### config.mk
export PLATFORM = sky130hd
export DESIGN_NAME = trigger_csr_ctrl
export DESIGN_NICKNAME = d
export VERILOG_FILES = /design/src/rtl/trigger_csr_ctrl.sv
export SDC_FILE = /design/constraint.sdc
export NUM_CORES = 1
export LEC_CHECK = 0
export CORE_AREA = 2 2 251 253
export CTS_BUF_LIST = sky130_fd_sc_hd__clkbuf_8
export DETAILED_ROUTE_END_ITERATION = 6
export DIE_AREA = 0 0 253 255
export PLACE_DENSITY = 0.45
export SYNTH_ARGS = -nofsm -noshare
export SYNTH_HDL_FRONTEND = slang
export SYNTH_SLANG_ARGS = --single-unit
### constraint.sdc
create_clock -name clk -period 1.9 [get_ports clk]
set_input_delay 0.38 -clock clk [delete_from_list [all_inputs] [get_ports clk]]
set_output_delay 0.38 -clock clk [all_outputs]
set_load 0.02 [all_outputs]
### src/rtl/trigger_csr_ctrl.sv
// rtl/trigger_csr_ctrl.sv - CSR front end and hit/halt sequencer for a bank of sdtrig triggers
//
// Ports:
//   clk, rst_n            clock, synchronous active-low reset
//   csr_addr/wdata/we/re  CSR file access (one strobe cycle per access)
//   csr_rdata, csr_rvalid registered read data, valid one cycle after csr_re
//   csr_sel               combinational: address lies in the trigger CSR window 0x7A0..0x7A4
//   tdata_wdata           write data broadcast to every trigger
//   tdata1/2/3_we         one-hot write enables, bit = currently selected trigger
//   tdata1/2/3_rd, tinfo_rd  packed per-trigger register values, slice i = trigger i
//   trig_hit, debug       per-trigger hit lines, core debug-mode flag
//   halt_req, halt_ack    halt handshake toward the debug controller
//   hit_index             lowest-numbered trigger that caused the current halt request

module trigger_csr_ctrl #(
   parameter int NTRIG = 4
) (
   input  logic                  clk,
   input  logic                  rst_n,
   input  logic [11:0]           csr_addr,
   input  logic [31:0]           csr_wdata,
   input  logic                  csr_we,
   input  logic                  csr_re,
   output logic [31:0]           csr_rdata,
   output logic                  csr_rvalid,
   output logic                  csr_sel,
   output logic [31:0]           tdata_wdata,
   output logic [NTRIG-1:0]      tdata1_we,
   output logic [NTRIG-1:0]      tdata2_we,
   output logic [NTRIG-1:0]      tdata3_we,
   input  logic [32*NTRIG-1:0]   tdata1_rd,
   input  logic [32*NTRIG-1:0]   tdata2_rd,
   input  logic [32*NTRIG-1:0]   tdata3_rd,
   input  logic [32*NTRIG-1:0]   tinfo_rd,
   input  logic [NTRIG-1:0]      trig_hit,
   input  logic                  debug,
   output logic                  halt_req,
   input  logic                  halt_ack,
   output logic [3:0]            hit_index
);

   localparam int SELW = (NTRIG > 1) ? $clog2(NTRIG) : 1;

   localparam logic [11:0] ADDR_TSELECT = 12'h7A0;
   localparam logic [11:0] ADDR_TDATA1  = 12'h7A1;
   localparam logic [11:0] ADDR_TDATA2  = 12'h7A2;
   localparam logic [11:0] ADDR_TDATA3  = 12'h7A3;
   localparam logic [11:0] ADDR_TINFO   = 12'h7A4;

   typedef enum logic [1:0] {
      ST_IDLE = 2'd0,
      ST_REQ  = 2'd1,
      ST_DBG  = 2'd2
   } state_e;

   state_e            state_q;
   logic [SELW-1:0]   tselect_q, tselect_d;
   logic [31:0]       rdata_q, rdata_d;
   logic              rvalid_q;
   logic              halt_req_q;
   logic [3:0]        hit_index_q;

   logic [NTRIG-1:0]  sel_onehot;
   logic [31:0]       sel_tdata1, sel_tdata2, sel_tdata3, sel_tinfo;

   // Priority goes to the lowest-numbered trigger when several hit together.
   function automatic logic [3:0] lowest_set(input logic [NTRIG-1:0] v);
      logic [3:0] idx;
      idx = '0;
      for (int i = NTRIG - 1; i >= 0; i--) begin
         if (v[i]) idx = 4'(i);
      end
      return idx;
   endfunction

   assign csr_sel     = (csr_addr >= ADDR_TSELECT) && (csr_addr <= ADDR_TINFO);
   assign tdata_wdata = csr_wdata;

   always_comb begin
      for (int i = 0; i < NTRIG; i++) begin
         sel_onehot[i] = (tselect_q == SELW'(i));
      end
   end

   // Write steering always uses the tselect value held before this cycle's write.
   assign tdata1_we = (csr_we && csr_addr == ADDR_TDATA1) ? sel_onehot : '0;
   assign tdata2_we = (csr_we && csr_addr == ADDR_TDATA2) ? sel_onehot : '0;
   assign tdata3_we = (csr_we && csr_addr == ADDR_TDATA3) ? sel_onehot : '0;

   // Out-of-range tselect writes are dropped so tselect always names a real trigger.
   always_comb begin
      tselect_d = tselect_q;
      if (csr_we && csr_addr == ADDR_TSELECT && csr_wdata < 32'(NTRIG)) begin
         tselect_d = csr_wdata[SELW-1:0];
      end
   end

   // One-hot AND-OR mux of the selected trigger's registers.
   always_comb begin
      sel_tdata1 = '0;
      sel_tdata2 = '0;
      sel_tdata3 = '0;
      sel_tinfo  = '0;
      for (int i = 0; i < NTRIG; i++) begin
         if (sel_onehot[i]) begin
            sel_tdata1 = sel_tdata1 | tdata1_rd[32*i +: 32];
            sel_tdata2 = sel_tdata2 | tdata2_rd[32*i +: 32];
            sel_tdata3 = sel_tdata3 | tdata3_rd[32*i +: 32];
            sel_tinfo  = sel_tinfo  | tinfo_rd[32*i +: 32];
         end
      end
   end

   always_comb begin
      rdata_d = '0;
      case (csr_addr)
         ADDR_TSELECT: rdata_d = 32'(tselect_q);
         ADDR_TDATA1:  rdata_d = sel_tdata1;
         ADDR_TDATA2:  rdata_d = sel_tdata2;
         ADDR_TDATA3:  rdata_d = sel_tdata3;
         ADDR_TINFO:   rdata_d = sel_tinfo;
         default:      rdata_d = '0;
      endcase
   end

   // CSR state: read data is captured only on a read strobe and held otherwise.
   always_ff @(posedge clk) begin
      if (!rst_n) begin
         tselect_q <= '0;
         rdata_q   <= '0;
         rvalid_q  <= 1'b0;
      end else begin
         tselect_q <= tselect_d;
         rvalid_q  <= csr_re;
         if (csr_re) rdata_q <= rdata_d;
      end
   end

   // Hit sequencer: hits are only taken in IDLE; REQ holds the request until
   // acked or debug is observed, DBG waits for the core to leave debug mode.
   always_ff @(posedge clk) begin
      if (!rst_n) begin
         state_q     <= ST_IDLE;
         halt_req_q  <= 1'b0;
         hit_index_q <= '0;
      end else begin
         case (state_q)
            ST_IDLE: begin
               if (|trig_hit && !debug) begin
                  hit_index_q <= lowest_set(trig_hit);
                  halt_req_q  <= 1'b1;
                  state_q     <= ST_REQ;
               end else if (debug) begin
                  state_q <= ST_DBG;
               end
            end
            ST_REQ: begin
               if (halt_ack || debug) begin
                  halt_req_q <= 1'b0;
                  state_q    <= ST_DBG;
               end
            end
            ST_DBG: begin
               if (!debug) state_q <= ST_IDLE;
            end
            default: begin
               halt_req_q <= 1'b0;
               state_q    <= ST_IDLE;
            end
         endcase
      end
   end

   assign csr_rdata  = rdata_q;
   assign csr_rvalid = rvalid_q;
   assign halt_req   = halt_req_q;
   assign hit_index  = hit_index_q;

endmodule
==> Word level (Yosys, flattened, before mapping) <==
Index checks and enable logic that the tools add are counted.
{ "op_classes": {"mux": 32, "bitwise": 13, "magnitude_cmp": 3, "n_eq_ne": 14, "n_reduce_logical": 15} }
{ "ops": {"columns": ["operator", "n"], "rows": [
  ["$mux W32", 16],
  ["$or A32 B32 Y32", 12],
  ["$pmux W32 S5", 1],
  ["$eq A12 B11 Y1 const B", 5],
  ["$lt A32 B3 Y1 const B", 1],
  ["$mux W4", 6],
  ["$ge A12 B11 Y1 const B", 1],
  ["$le A12 B11 Y1 const B", 1],
  ["$mux W2", 5],
  ["$logic_and A1 B1 Y1", 7],
  ["$eq A2 B2 Y1 const B", 3],
  ["$ne A2 B2 Y1 const B", 3],
  ["$pmux W2 S3", 1],
  ["$reduce_and A3 Y1", 2],
  ["$eq A2 B1 Y1 const B", 2],
  ["$logic_not A2 Y1", 2],
  ["$reduce_or A4 Y1", 1],
  ["$ne A3 B3 Y1 const B", 1],
  ["$pmux W1 S3", 1],
  ["$mux W1", 2],
  ["$reduce_and A2 Y1", 1],
  ["$logic_not A1 Y1", 1],
  ["$logic_or A1 B1 Y1", 1],
  ["$not A1 Y1", 1]
]} }
{ "word_totals": {"word_cells": 83, "ff_bits": 42, "inputBits": 566, "out_inout_bits": 83} }

==> Logic depth before layout (Yosys ltp) <==
{ "logic_depth": {"word_depth": 9, "depth_mapped": 7} }

==> Least setup slack after synthesis <==
OpenSTA, ideal clock, no wires.
{ "synth_timing": {"kind": "input to output", "from": "input csr_addr[11]", "to": "output csr_sel", "stages": 2, "n_path_buf": 0, "t_arrival_ns": 1.414, "required_ns": 1.520, "setup_slack_ns": 0.106, "path_cell_list": "nand4bb_4 nor4b_1"} }
{ "synth_via": {"elab_chain_cells": 2} }
{ "synth_rtl": {"columns": ["element", "line", "source"], "rows": [
  ["start: declaration", "20", "input logic [11:0] csr_addr,"],
  ["$ge A12 B11 Y1 / $le A12 B11 Y1 (equally long branches)", "76", "assign csr_sel = (csr_addr >= ADDR_TSELECT) && (csr_addr <= ADDR_TINFO);"],
  ["$logic_and A1 B1 Y1 *", "76", null],
  ["end: declaration", "26", "output logic csr_sel,"]
]} }
Every way passes the cells marked *; elsewhere a longest branch is shown, timed or not.

==> Final worst setup path <==
{ "layout_timing": {"from": "register tselect_q[0]", "to": "output tdata2_we[0]"} }
{ "layout_via": {"elab_chain_cells": 2} }
{ "layout_rtl": {"columns": ["element", "line", "source"], "rows": [
  ["start: declaration", "57", "logic [SELW-1:0] tselect_q, tselect_d;"],
  ["start signal: assignment", "133", "tselect_q <= tselect_d;"],
  ["$logic_not A2 Y1", "81", "sel_onehot[i] = (tselect_q == SELW'(i));"],
  ["$mux W4", "87", "assign tdata2_we = (csr_we && csr_addr == ADDR_TDATA2) ? sel_onehot : '0;"],
  ["end: declaration", "29", "output logic [NTRIG-1:0] tdata2_we,"]
]} }
No other way between the ends.

==> impl_metrics.csv <==
group,metric,value,unit
floorplan,io_pins,649,
cts,root_buffer,"clkbuf_8",
yosys,synth_area,5580,µm²
routing,drt_iter0_drc,276,
timing,fin_ws,-0.0192,ns
floorplan,start_util,8.98,%
routing,ant_nets,0,
yosys,synth_top_family_by_area,"multiplexers",
placement,gp_congestion,0.946,
timing,min_period,1.92,ns
placement,placed_cells,1897,
critical_path,critPathRequiredTime,1.52,ns
critical_path,cp_slowest_cell,"or3b_4",
power,power_switching,0.00103,W
critical_path,timing.critical_path.mode_cell,"buf_6",
yosys,syn_area_per_cell,12.2,µm²
timing,rsz0062_at_grt,"yes",
global_route,grt_busiest_layer,"met2",
timing,setup_viol,4,
cts,clk_latency,0.36,ns
cts,cts_tree,"yes",
timing,slew_violations,0,
routing,drc,0,
yosys,synth.distinct_cells,40,
yosys,yosysSeqAreaShare,14.3,%
routing,wl_per_cell,22.3,µm
critical_path,worstPathMaxFanout,5,
run_status,violations,"negative setup slack",
global_route,grtUsageMet2,22.3,%
final_layout,nets,1691,
critical_path,worstPathCellList,"buf_6 -> or3b_4 -> nor2_4 -> buf_6",
yosys,synth-seq-cells,40,
power,ir_drop,0.000217,V
routing,viasPerCell,3.82,
final_layout,stdcell_area,14100,µm²
global_route,grt_max_degree,66,
power,p_leak,4.59,nW
cts,cts.sinks,40,
timing,min_period_over_period,101,%
final_layout,layout_common_cells,"clkdlybuf4s50_1 (595), mux4_2 (128), buf_4 (80), a22oi_2 (38), dfxtp_1 (38)",
placement,port_buffers,646,
critical_path,cp_slowest_stage_delay,0.41,ns
critical_path,worstSetupEndpointType,"output pin",
yosys,synthArstFlopShare,0,%
power,power.share.clock,23.3,%
floorplan,core,62200,µm²
critical_path,worstSetupPathType,"flop to output pin",
final_layout,final_cells,1934,
floorplan,core.rowCount,92,
global_route,grtUsageMet3,3.73,%
timing,final-hold-violation-count,0,
floorplan,fp.dieW,253,µm
job,drv_cap,0,
global_route,grt_use_met1,14.3,%
global_route,grt_pass1_vias,8060,
global_route,antenna_found_initial,11,
floorplan,die-area,64500,µm²
power,p_sw_share,28.2,%
run_status,status,"finished, violations left",
final_layout,drive_gt1_share,28.9,%
power,p_seq_share,24.6,%
timing,fin_skew,0.00873,ns
hold_path,hp-class,"primary input to flop",
timing,holdWs,0.489,ns
cts,cts_max_path_buffers,2,
global_route,grt_pass1_wl,56500,µm
floorplan,die_height,255,µm
yosys,synth_ff_type,"dfxtp_1",
routing,num_vias,7388,
global_route,grt_use_total,12.4,%
placement,placed_area,13300,µm²
critical_path,rrSetupSlack,-0.01,ns
final_layout,final_common_cell,"clkdlybuf4s50_1",
cts,clkTransAtPathRegs,0.10,ns
yosys,synth_compound_area_share,16.0,%
global_route,grt_overflow_total,0,
power,p_int,0.00263,W
critical_path,cp.arrival,1.54,ns
yosys,synth-xor-area-share,0,%
power,powerDensity,260,nW/µm²
cts,cts_htree_levels,2,
power,combPwrFrac,52.2,%
timing,max_freq,521,MHz
critical_path,start_kind,"flop",
placement,hpwl,35700,µm
cts,cts_hold_buf,0,
cts,cts_buffers,5,
timing,tns,-0.0518,ns
power,p_total,0.00366,W
final_layout,synthToLayoutAreaGrowth,152,%
routing,drt_wl_total,43100,µm
yosys,synth_enable_flop_cells,0,
yosys,yosys.area_share.adder,0,%
yosys,syn_inst,457,
routing,drt_pre_antenna_iters,5,
yosys,synthMuxAreaShare,52.4,%
yosys,yosysWarningCount,0,
yosys,yosys.area_share.simple,7.17,%
worst max-delay path, delay by kind of cell, from the launching register on:
family / cells / cell delay [ns]
AND/OR/NAND/NOR: 2 / 0.53
flip-flops: 1 / 0.39
buffers and inverters: 2 / 0.26
flip-flops by register name, summed over array words and instances, names as in the netlist:
signal and cells:
csr_rvalid 1, halt_req 1, tselect_q 2, hit_index 2
csr_rdata 32, state_q 2
repair_timing:
action	4_1_cts	5_1_grt
gates resized for setup	137	54
buffers inserted	15	2
pin swaps	24	32
cloned	3	2
endpoints found under the setup margin	57	48
power groups by stage:
stage                     Combinational (W)  Clock (W)  Sequential (W)
after CTS                           0.00192   0.000965        0.000900
after floorplan                    0.000406          0        0.000963
after global placement              0.00190          0        0.000917
after global routing                0.00201   0.000962        0.000906
after detailed placement            0.00191          0        0.000919
final                               0.00191   0.000852        0.000900
path summary, 6_finish.rpt:
| kind | endpoint | cells past startpoint | start |
|---|---|---|---|
| max | tdata2_we[0] | 4 | tselect_q[0] |
| max reg2reg | csr_rdata[1] | 5 | tselect_q[0] |
| min reg2reg | csr_rdata[7] | 2 | csr_rdata[7] |
| min | state_q[1] | 4 | rst_n |
Yosys cell counts (3+ instances only):
library cell | number | area, µm²
mux4_2 | 128 | 2880
a22oi_1 | 60 | 450
dfxtp_1 | 40 | 801
buf_4 | 39 | 293
o21ai_0 | 33 | 165
a31oi_1 | 32 | 200
buf_2 | 25 | 125
clkbuf_1 | 23 | 86.3
nor2_1 | 18 | 67.6
nor2b_1 | 5 | 31.3
mux2i_1 | 4 | 40.0
nor4_1 | 4 | 25.0
a21oi_1 | 3 | 15.0
and4b_1 | 3 | 30.0
buf_6 | 3 | 33.8
nand2_1 | 3 | 11.3
nor3_1 | 3 | 15.0
through the flow:
| step | setup slack, ns | util [%] |
|---|---|---|
| 2_1_floorplan | 0.106 | - |
| 3_3_place_gp | -0.821 | 21.5 |
| 3_5_place_dp | -0.843 | 21.5 |
| 4_1_cts | -0.0756 | 22.2 |
| 5_1_grt | -0.0981 | 22.6 |
| 6_report | -0.0192 | 22.6 |
area by class of cell:
| class | instances | area [µm²] |
|---|---|---|
| fill | 6728 | 48100 |
| timing repair buffer | 751 | 7650 |
| multi-input combinational | 325 | 4470 |
| tap | 799 | 1000 |
| sequential | 40 | 808 |
| clock buffer | 5 | 68.8 |
| clock inverter | 3 | 37.5 |
| antenna | 9 | 22.5 |
| inverter | 2 | 7.51 |
kinds of logic after synthesis:
family | after synthesis
DFF | 40
other | 1
muxes | 132
buffers and inverters | 93
AOI/OAI and AO/OA | 134
and+or+nand+nor | 57
routing by layer:
metal	routed length, µm	up-vias	share of wire [%]
li1	-	3314	-
met4	530	6	1.2
met2	22300	367	52
met5	41	-	0.095
met3	3180	24	7.4
met1	17000	3677	40
Power figures use the tool's default switching activity.
